===== src/rtl/fft_seq_pkg.sv =====
// Shared definitions for the FFT frame sequencer: state encoding and frame-length helper.
package fft_seq_pkg;

  localparam int unsigned TOTAL_STAGE_DEF = 10;
  localparam int unsigned N = 1 << TOTAL_STAGE_DEF;

  typedef enum logic [1:0] {
    ST_IDLE  = 2'd0,
    ST_RUN   = 2'd1,
    ST_FLUSH = 2'd2,
    ST_DONE  = 2'd3
  } seq_state_e;

  function automatic int unsigned frame_len(input int unsigned stages);
    return 32'd1 << stages;
  endfunction

endpackage


===== src/rtl/fft_frame_seq_outst.sv =====
// In-flight sample counter: +1 per issued sample, -1 per pipeline return, flags returns with nothing in flight.
module fft_outst_cnt #(
  parameter int W = 12
) (
  input  logic         iclk,
  input  logic         irst,
  input  logic         iinc,
  input  logic         idec,
  output logic [W-1:0] ocnt,
  output logic         ounderflow
);

  logic [W-1:0] cnt_q, cnt_d;

  always_comb begin
    cnt_d      = cnt_q;
    ounderflow = 1'b0;
    if (iinc && !idec) begin
      cnt_d = cnt_q + W'(1);
    end else if (!iinc && idec) begin
      // A return with nothing outstanding is reported, never wrapped around.
      if (cnt_q == '0) ounderflow = 1'b1;
      else             cnt_d      = cnt_q - W'(1);
    end
  end

  always_ff @(posedge iclk or posedge irst) begin
    if (irst) cnt_q <= '0;
    else      cnt_q <= cnt_d;
  end

  assign ocnt = cnt_q;

endmodule


===== src/rtl/fft_frame_seq.sv =====
// Frame sequencer feeding the pipelined FFT/IFFT: frames the input stream, latches the mode,
// and reports completion once every issued sample has come back out of the pipeline.
// Handshake: a sample transfers on a cycle where ivalid and oready are both high; the source
// holds idata while ivalid is high and oready is low.
module fft_frame_seq
  import fft_seq_pkg::*;
#(
  parameter int TOTAL_STAGE_P = 10,
  parameter int MULT_WIDTH_P  = 18,
  parameter int FRAMES_W      = 8,
  parameter int OUTST_W       = 12
) (
  input  logic                      iclk,
  input  logic                      irst,
  input  logic                      istart,
  input  logic                      iinv,
  input  logic [FRAMES_W-1:0]       inum_frames,
  input  logic                      istop,
  input  logic                      ivalid,
  input  logic [2*MULT_WIDTH_P-1:0] idata,
  output logic                      oready,
  output logic                      open,
  output logic [TOTAL_STAGE_P-1:0]  oaddr,
  output logic [2*MULT_WIDTH_P-1:0] odata,
  output logic                      oinv,
  input  logic                      ipipe_oen,
  output logic                      obusy,
  output logic                      odone,
  output logic [FRAMES_W-1:0]       oframe_cnt,
  output logic                      oerr
);

  localparam int unsigned FRAME_LEN = frame_len(TOTAL_STAGE_P);
  localparam logic [TOTAL_STAGE_P-1:0] LAST_ADDR = TOTAL_STAGE_P'(FRAME_LEN - 1);

  seq_state_e                 state_q, state_d;
  logic [TOTAL_STAGE_P-1:0]   addr_q, addr_d;
  logic [TOTAL_STAGE_P-1:0]   oaddr_q, oaddr_d;
  logic [2*MULT_WIDTH_P-1:0]  odata_q, odata_d;
  logic                       en_q, en_d;
  logic [FRAMES_W-1:0]        frame_q, frame_d;
  logic [FRAMES_W-1:0]        target_q, target_d;
  logic                       inv_q, inv_d;
  logic                       stop_pend_q, stop_pend_d;
  logic                       err_q, err_d;

  logic                       ready;
  logic                       accept;
  logic                       wrap;
  logic                       at_frame_start;
  logic [FRAMES_W-1:0]        frame_next;
  logic [OUTST_W-1:0]         outst_cnt;
  logic                       underflow;

  fft_outst_cnt #(.W(OUTST_W)) u_outst (
    .iclk       (iclk),
    .irst       (irst),
    .iinc       (accept),
    .idec       (ipipe_oen),
    .ocnt       (outst_cnt),
    .ounderflow (underflow)
  );

  always_comb begin
    state_d     = state_q;
    addr_d      = addr_q;
    oaddr_d     = oaddr_q;
    odata_d     = odata_q;
    en_d        = 1'b0;
    frame_d     = frame_q;
    target_d    = target_q;
    inv_d       = inv_q;
    stop_pend_d = stop_pend_q;
    err_d       = err_q | underflow;

    at_frame_start = (addr_q == '0);
    // A stop seen at a frame boundary must not let a new frame begin, even in that same cycle.
    ready      = (state_q == ST_RUN) && !(at_frame_start && (stop_pend_q || istop));
    accept     = ready && ivalid;
    wrap       = accept && (addr_q == LAST_ADDR);
    frame_next = frame_q + FRAMES_W'(1);

    unique case (state_q)
      ST_IDLE: begin
        if (istart) begin
          inv_d       = iinv;
          target_d    = inum_frames;
          frame_d     = '0;
          err_d       = 1'b0;
          addr_d      = '0;
          stop_pend_d = 1'b0;
          state_d     = ST_RUN;
        end
      end
      ST_RUN: begin
        if (accept) begin
          en_d    = 1'b1;
          oaddr_d = addr_q;
          odata_d = idata;
          addr_d  = addr_q + TOTAL_STAGE_P'(1);
        end
        if (istop && !at_frame_start) stop_pend_d = 1'b1;
        if (wrap) begin
          frame_d = frame_next;
          if (((target_q != '0) && (frame_next == target_q)) || stop_pend_q || istop) begin
            stop_pend_d = 1'b0;
            state_d     = ST_FLUSH;
          end
        end else if (at_frame_start && (stop_pend_q || istop)) begin
          stop_pend_d = 1'b0;
          state_d     = ST_FLUSH;
        end
      end
      ST_FLUSH: begin
        if (outst_cnt == '0) state_d = ST_DONE;
      end
      ST_DONE: begin
        state_d = ST_IDLE;
      end
      default: state_d = ST_IDLE;
    endcase
  end

  always_ff @(posedge iclk or posedge irst) begin
    if (irst) begin
      state_q     <= ST_IDLE;
      addr_q      <= '0;
      oaddr_q     <= '0;
      odata_q     <= '0;
      en_q        <= 1'b0;
      frame_q     <= '0;
      target_q    <= '0;
      inv_q       <= 1'b0;
      stop_pend_q <= 1'b0;
      err_q       <= 1'b0;
    end else begin
      state_q     <= state_d;
      addr_q      <= addr_d;
      oaddr_q     <= oaddr_d;
      odata_q     <= odata_d;
      en_q        <= en_d;
      frame_q     <= frame_d;
      target_q    <= target_d;
      inv_q       <= inv_d;
      stop_pend_q <= stop_pend_d;
      err_q       <= err_d;
    end
  end

  assign oready     = ready;
  assign open       = en_q;
  assign oaddr      = oaddr_q;
  assign odata      = odata_q;
  assign oinv       = inv_q;
  assign obusy      = (state_q == ST_RUN) || (state_q == ST_FLUSH);
  assign odone      = (state_q == ST_DONE);
  assign oframe_cnt = frame_q;
  assign oerr       = err_q;

endmodule

===== config.mk =====
export PLATFORM = sky130hd
export DESIGN_NAME = fft_frame_seq
export DESIGN_NICKNAME = d
export VERILOG_FILES = /design/src/rtl/fft_seq_pkg.sv /design/src/rtl/fft_frame_seq_outst.sv /design/src/rtl/fft_frame_seq.sv
export SDC_FILE = /design/constraint.sdc
export NUM_CORES = 1
export LEC_CHECK = 0
export BUFFER_PORTS_ARGS = -buffer_cell sky130_fd_sc_hd__buf_2
export CAP_MARGIN = 20
export CORE_ASPECT_RATIO = 0.75
export CORE_UTILIZATION = 40
export CTS_CLUSTER_DIAMETER = 30
export CTS_CLUSTER_SIZE = 24
export DETAILED_ROUTE_END_ITERATION = 12
export GPL_ROUTABILITY_DRIVEN = 0
export GPL_TIMING_DRIVEN = 0
export PLACE_DENSITY = 0.65
export SYNTH_ARGS = -nofsm -noshare
export SYNTH_HDL_FRONTEND = slang
export SYNTH_HIERARCHICAL = 1
export SYNTH_SLANG_ARGS = --single-unit

===== constraint.sdc =====
create_clock -name iclk -period 3.45 [get_ports iclk]
set_input_delay 0.345 -clock iclk [delete_from_list [all_inputs] [get_ports iclk]]
set_output_delay 0.345 -clock iclk [all_outputs]
set_load 0.03 [all_outputs]

Word-level counts from Yosys, hierarchy flattened
Index checks and enable logic that the tools add are counted.
Cells by class
  add/subtract/negate cells: 4
  equality and inequality tests: 12
  muxes and demuxes: 28
  bitwise operators: 1
  reduce and logical (&&, ||, !) cells: 29
Operators by type and width (count)
  $mux 12: 3
  $mux 10: 2
  $pmux 10 s2: 1
  $mux 8: 2
  $pmux 8 s2: 1
  $add 12x1->12 const B: 1
  $logic_not 12->1: 1
  $mux 1: 12
  $sub 12x1->12 const B: 1
  $add 10x1->10 const B: 1
  $eq 10x10->1 const B: 1
  $logic_not 10->1: 1
  $mux 2: 5
  $add 8x1->8 const B: 1
  $eq 8x8->1: 1
  $logic_and 1x1->1: 8
  $pmux 2 s4: 1
  $reduce_and 2->1: 4
  $reduce_bool 8->1: 1
  $ne 2x2->1 const B: 3
  $ne 3x2->1 const B: 2
  $reduce_and 3->1: 2
  $eq 2x2->1 const B: 2
  $logic_not 1->1: 4
  other kinds (8): 13
Word-level totals
  bits in registers: 90
  input port bits: 51
  output and inout port bits: 60
  word-level logic and storage cells: 85

Longest topological paths before layout
  depth in word-level cells: 12
  depth in mapped cells: 16
  gate-level depth less buffers: 14

Hierarchy
Netlist, hierarchy kept.
By module, submodules not included
  fft_frame_seq: times used 1, cells an instance 374, area each 3572.2 um2, seq. area each 1951.9 um2
  fft_outst_cnt: times used 1, cells an instance 111, area each 963.4 um2, seq. area each 300.3 um2

Worst setup path before layout
Ideal clock, no wire load.
  kind: flip-flop to flip-flop
  start point: register addr_q[4]
  end point: register u_outst.cnt_q[11] (netlist: u_outst/ocnt[11])
  library setup time: 0.126 ns
  data arrival time: 3.637 ns
  required time: 3.324 ns
  setup slack: -0.313 ns
  cell stages (with the launch flop): 16
  buffers on the path: 2
  period minus slack after synthesis: 3.763 ns
  path through: dfrtp_1 > nor4_1 > nand4b_1 > o211ai_1 > buf_2 > buf_2 > inv_1 > ha_1 > inv_1 > ha_1 > a211oi_1 > o31ai_2 > nor2_1 > o311a_1 > nor3b_1 > o32a_1
On the way
  longest elaborated chain between the ends: 9
  elaborated cells on any way between the ends: 12
  those cells by class: eq/ne (1); mux (1); reduce/logical (10)
RTL lines
  start: declaration: line fft_frame_seq.sv:37  | logic [TOTAL_STAGE_P-1:0] addr_q, addr_d;
  start signal: assignment: line fft_frame_seq.sv:138  | addr_q <= addr_d;
  $logic_not 10->1 *: line fft_frame_seq.sv:76  | at_frame_start = (addr_q == '0);
  $logic_and 1x1->1 *: line fft_frame_seq.sv:78  | ready = (state_q == ST_RUN) && !(at_frame_start && (stop_pend_q || istop));
  $logic_not 1->1 *: line fft_frame_seq.sv:78
  $logic_and 1x1->1 *: line fft_frame_seq.sv:78
  $logic_and 1x1->1 *: line fft_frame_seq.sv:79  | accept = ready && ivalid;
  named net accept: line fft_frame_seq.sv:48  | logic accept;
  $logic_not 1->1: line fft_frame_seq_outst.sv:20  | end else if (!iinc && idec) begin
  $logic_and 1x1->1: line fft_frame_seq_outst.sv:20
  $reduce_bool 2->1 (no source line)
  $reduce_and 2->1 (no source line)
  end signal: assignment: line fft_frame_seq_outst.sv:29  | else cnt_q <= cnt_d;
  end: declaration: line fft_frame_seq_outst.sv:13  | logic [W-1:0] cnt_q, cnt_d;
Mark *: on every way through the listed nets, which the timed path passes. The rest lies on a longest branch.
A chain may end at the register's enable or synchronous reset.

Worst setup path after layout
  start point: register addr_q[5]
  end point: register u_outst.cnt_q[11] (netlist: u_outst/ocnt[11])
The elaborated chain is that of the path after synthesis.

==> flow_metrics.env <==
export IMPL_skew_ns=0.00777
export IMPL_leakagePower_nw=2.90
export IMPL_syn_area_um2=4540
export IMPL_synth_edf_count=0
export IMPL_ys_top_cells_by_area="dfrtp_1 (50%), nand2_1 (12%), ha_1 (5.5%)"
export IMPL_grt_max_degree=74
export IMPL_h_tree_depth=3
export IMPL_core_rowCount=33
export IMPL_cts_sinks=90
export IMPL_critPathArrivalTime_ns=3.54
export IMPL_start_util_pct=41.3
export IMPL_synthCells=485
export IMPL_p_per_area_nw_per_um2=919
export IMPL_core_area_um2=11000
export IMPL_clock_latency_ns=0.34
export IMPL_setup_viol=0
export IMPL_ant_nets=0
export IMPL_final_util_pct=52.8
export IMPL_outcome="finished, violations left"
export IMPL_die_h_um=94.2
export IMPL_peakVddDrop_v=0.000454
export IMPL_cts_tree="built"
export IMPL_worstMarginPinSlew_ns=0.792
export IMPL_cts_root_buf="clkbuf_16"
export IMPL_area_growth_syn_to_layout_pct=27.8
export IMPL_num_antenna_cells=0
export IMPL_die_area_um2=11800
export IMPL_hold_path_depth=3
export IMPL_critPathKind="flop to flop"
export IMPL_async_flop_share_pct=100
export IMPL_nFillCells=999
export IMPL_hold_viol=0
export IMPL_clk_pin_slew_ns=0.06
export IMPL_synth_distinct_cells=50
export IMPL_grt_pass1_wl_um=17000
export IMPL_synthFlopType="dfrtp_1"
export IMPL_worstPathRequired_ns=3.68
export IMPL_period_minus_slack_ns=3.32
export IMPL_ys_seq_area_share_pct=49.7
export IMPL_fin_crit_sh_pct=96.2
export IMPL_synth_area_leader_cell="dfrtp_1"
export IMPL_synth_nets=557
export IMPL_p_total_mw=5.33
export IMPL_yosys_warnings=6
export IMPL_fp_dieW_um=125
export IMPL_overflow=0
export IMPL_instances_no_fill=760
export IMPL_critPathMaxFanout=8
export IMPL_failed_checks="DRC"
export IMPL_track_usage_pct=18.3
export IMPL_port_buffers=110
export IMPL_reg2reg_slack_ns=0.13
export IMPL_drt_initial_drc_count=201
export IMPL_first_pass_iters=8
export IMPL_place_inst=736
export IMPL_final_layout_size_suffix_gt1_share_pct=29.7
export IMPL_cap_violations=0
export IMPL_wl_per_cell_um=13.8
export IMPL_cp_start_kind="flop"
export IMPL_slew_violations=0
export IMPL_max_freq_ghz=0.301
export IMPL_tns_ns=0
export IMPL_syn_area_per_cell_um2=9.35
export IMPL_drt_wl_total_um=10500
export IMPL_reg2regPathDepth=14
export IMPL_io_pins=111
export IMPL_synth_top_area_share_pct=49.7
export IMPL_relSlewSlack_pct=45.7
export IMPL_dp_hpwl_um=7500
export IMPL_drc=16
export IMPL_end_kind="flop"
export IMPL_cts_buffers=9
export IMPL_yosys_register_bits=90
export IMPL_clock_path_buffers=2
export IMPL_via_per_inst=4.99
export IMPL_hp_class="input port to flop"
export IMPL_vias=3795
export IMPL_grt_pass1_vias=3494
export IMPL_antenna_found_initial=0
export IMPL_layout_nets=687
==> timing repair <==
action | 4_1_cts | 5_1_grt
hold endpoints to repair | 5 | 0
pin swaps | 5 | 6
setup endpoints to repair | 9 | 3
gates resized for setup | 11 | 9
hold buffers | 1 | 0
gates cloned | 0 | 0
buffers inserted | 5 | 4
==> metrics by stage <==
stage | hold WS [ns] | cell area, µm² | worst slack, ns
6_report | 0.193 | 5800 | 0.131
3_5_place_dp | 0.255 | 5330 | -0.563
4_1_cts | 0.181 | 5730 | -0.0196
5_1_grt | 0.188 | 5800 | -0.0177
2_1_floorplan | 0.210 | 4570 | 0.00513
3_3_place_gp | 0.396 | 5300 | -0.497
==> power breakdown <==
part / switching, mW / internal (mW)
sequential: 0.296 / 1.44
clock: 0.396 / 0.600
combinational: 1.59 / 1.00
==> cells in the final DEF, fill, tap and decap left out, types with 2 or more instances in the layout <==
cell and instances:
nand2_1 148, buf_2 119, dfrtp_1 88, xnor2_1 23
nor2_1 22, o21ai_0 21, inv_1 18, mux2_2 14
ha_1 14, buf_4 10, a21oi_1 10, clkbuf_16 9
nand3_1 8, nor3_1 7, nor4_1 7, clkbuf_1 6
ha_4 6, a31oi_1 5, o21ai_1 5, a2111oi_0 5
nand2b_1 4, nand4_1 4, mux2i_1 3, a21oi_2 3
and3_1 3, xor2_1 3, and2_1 3, o21a_1 3
a21o_1 3, nand4b_1 2, o211ai_1 2, or3_4 2
or3_1 2, a211oi_1 2, dfrtp_2 2, clkbuf_8 2
clkinvlp_4 2
==> cell usage after synthesis, types with 2 or more instances <==
cell / instances
nand2_1: 148
dfrtp_1: 90
nor2_1: 23
o21ai_0: 23
xnor2_1: 23
ha_1: 20
inv_1: 20
mux2_2: 14
a21oi_1: 12
buf_2: 11
nand3_1: 8
nor4_1: 8
clkbuf_1: 7
nor3_1: 7
a2111oi_0: 6
a31oi_1: 5
nand2b_1: 4
nand4_1: 4
a211oi_1: 3
a21o_1: 3
and2_1: 3
and3_1: 3
mux2i_1: 3
o21a_1: 3
o21ai_1: 3
xor2_1: 3
nand4b_1: 2
o211ai_1: 2
or3_1: 2
or3_4: 2
==> path summary, 6_finish.rpt <==
path,start,to
setup / recovery,addr_q[5],u_outst/ocnt[11]
hold / removal,idata[35],odata[35]
setup reg to reg,addr_q[5],u_outst/ocnt[11]
hold reg to reg,odata[21],odata[21]
max in group asynchronous,irst,addr_q[5]
min in group asynchronous,irst,odata[27]
==> flip-flops by register name (all words and copies together), names as in the netlist <==
register	cells
oerr	1
odata	36
oinv	1
u_outst/ocnt	12
addr_q	10
state_q	2
target_q	8
oframe_cnt	8
open	1
stop_pend_q	1
oaddr	10
==> worst max-delay path: stages, from the launching register on <==
cell and delay [ns]:
dfrtp_2 0.45, nor4_4 0.27, nand4b_1 0.17, o211ai_1 0.25, buf_4 0.18, inv_1 0.08
ha_4 0.19, clkinv_4 0.10, ha_1 0.26, a211oi_2 0.32, o31ai_4 0.10, nor2_2 0.17
o311a_1 0.26, nor3_1 0.06, o32a_1 0.33
==> final cells by class <==
class	instances	area, µm²	share of cell area [%]
flip-flops and latches	90	2250	38.9
multi-input cells	357	2250	38.8
repair buffers	121	656	11.3
clock buffers	12	256	4.42
well taps	140	175	3.02
inverters	20	82.6	1.42
plain buffers	16	76.3	1.32
clock inverters	4	50.0	0.863
==> cell families after synthesis <==
family	Yosys count	synth area share, %
AO/OA/AOI/OAI	74	10.6
XOR/XNOR	26	5.02
adder cells (fa/ha/maj)	21	5.96
buffers and inverters	38	3.45
flip-flops	90	49.7
multiplexers	17	4.14
AND/OR/NAND/NOR	219	21.1
==> layer usage <==
metal | part of all wire [%] | track usage [%]
met1 | 49 | 25.8
met2 | 44 | 27.9
met3 | 6.2 | 4.67
met4 | 1.1 | 5.18
met5 | 0 | 0
Power figures use the tool's default switching activity.
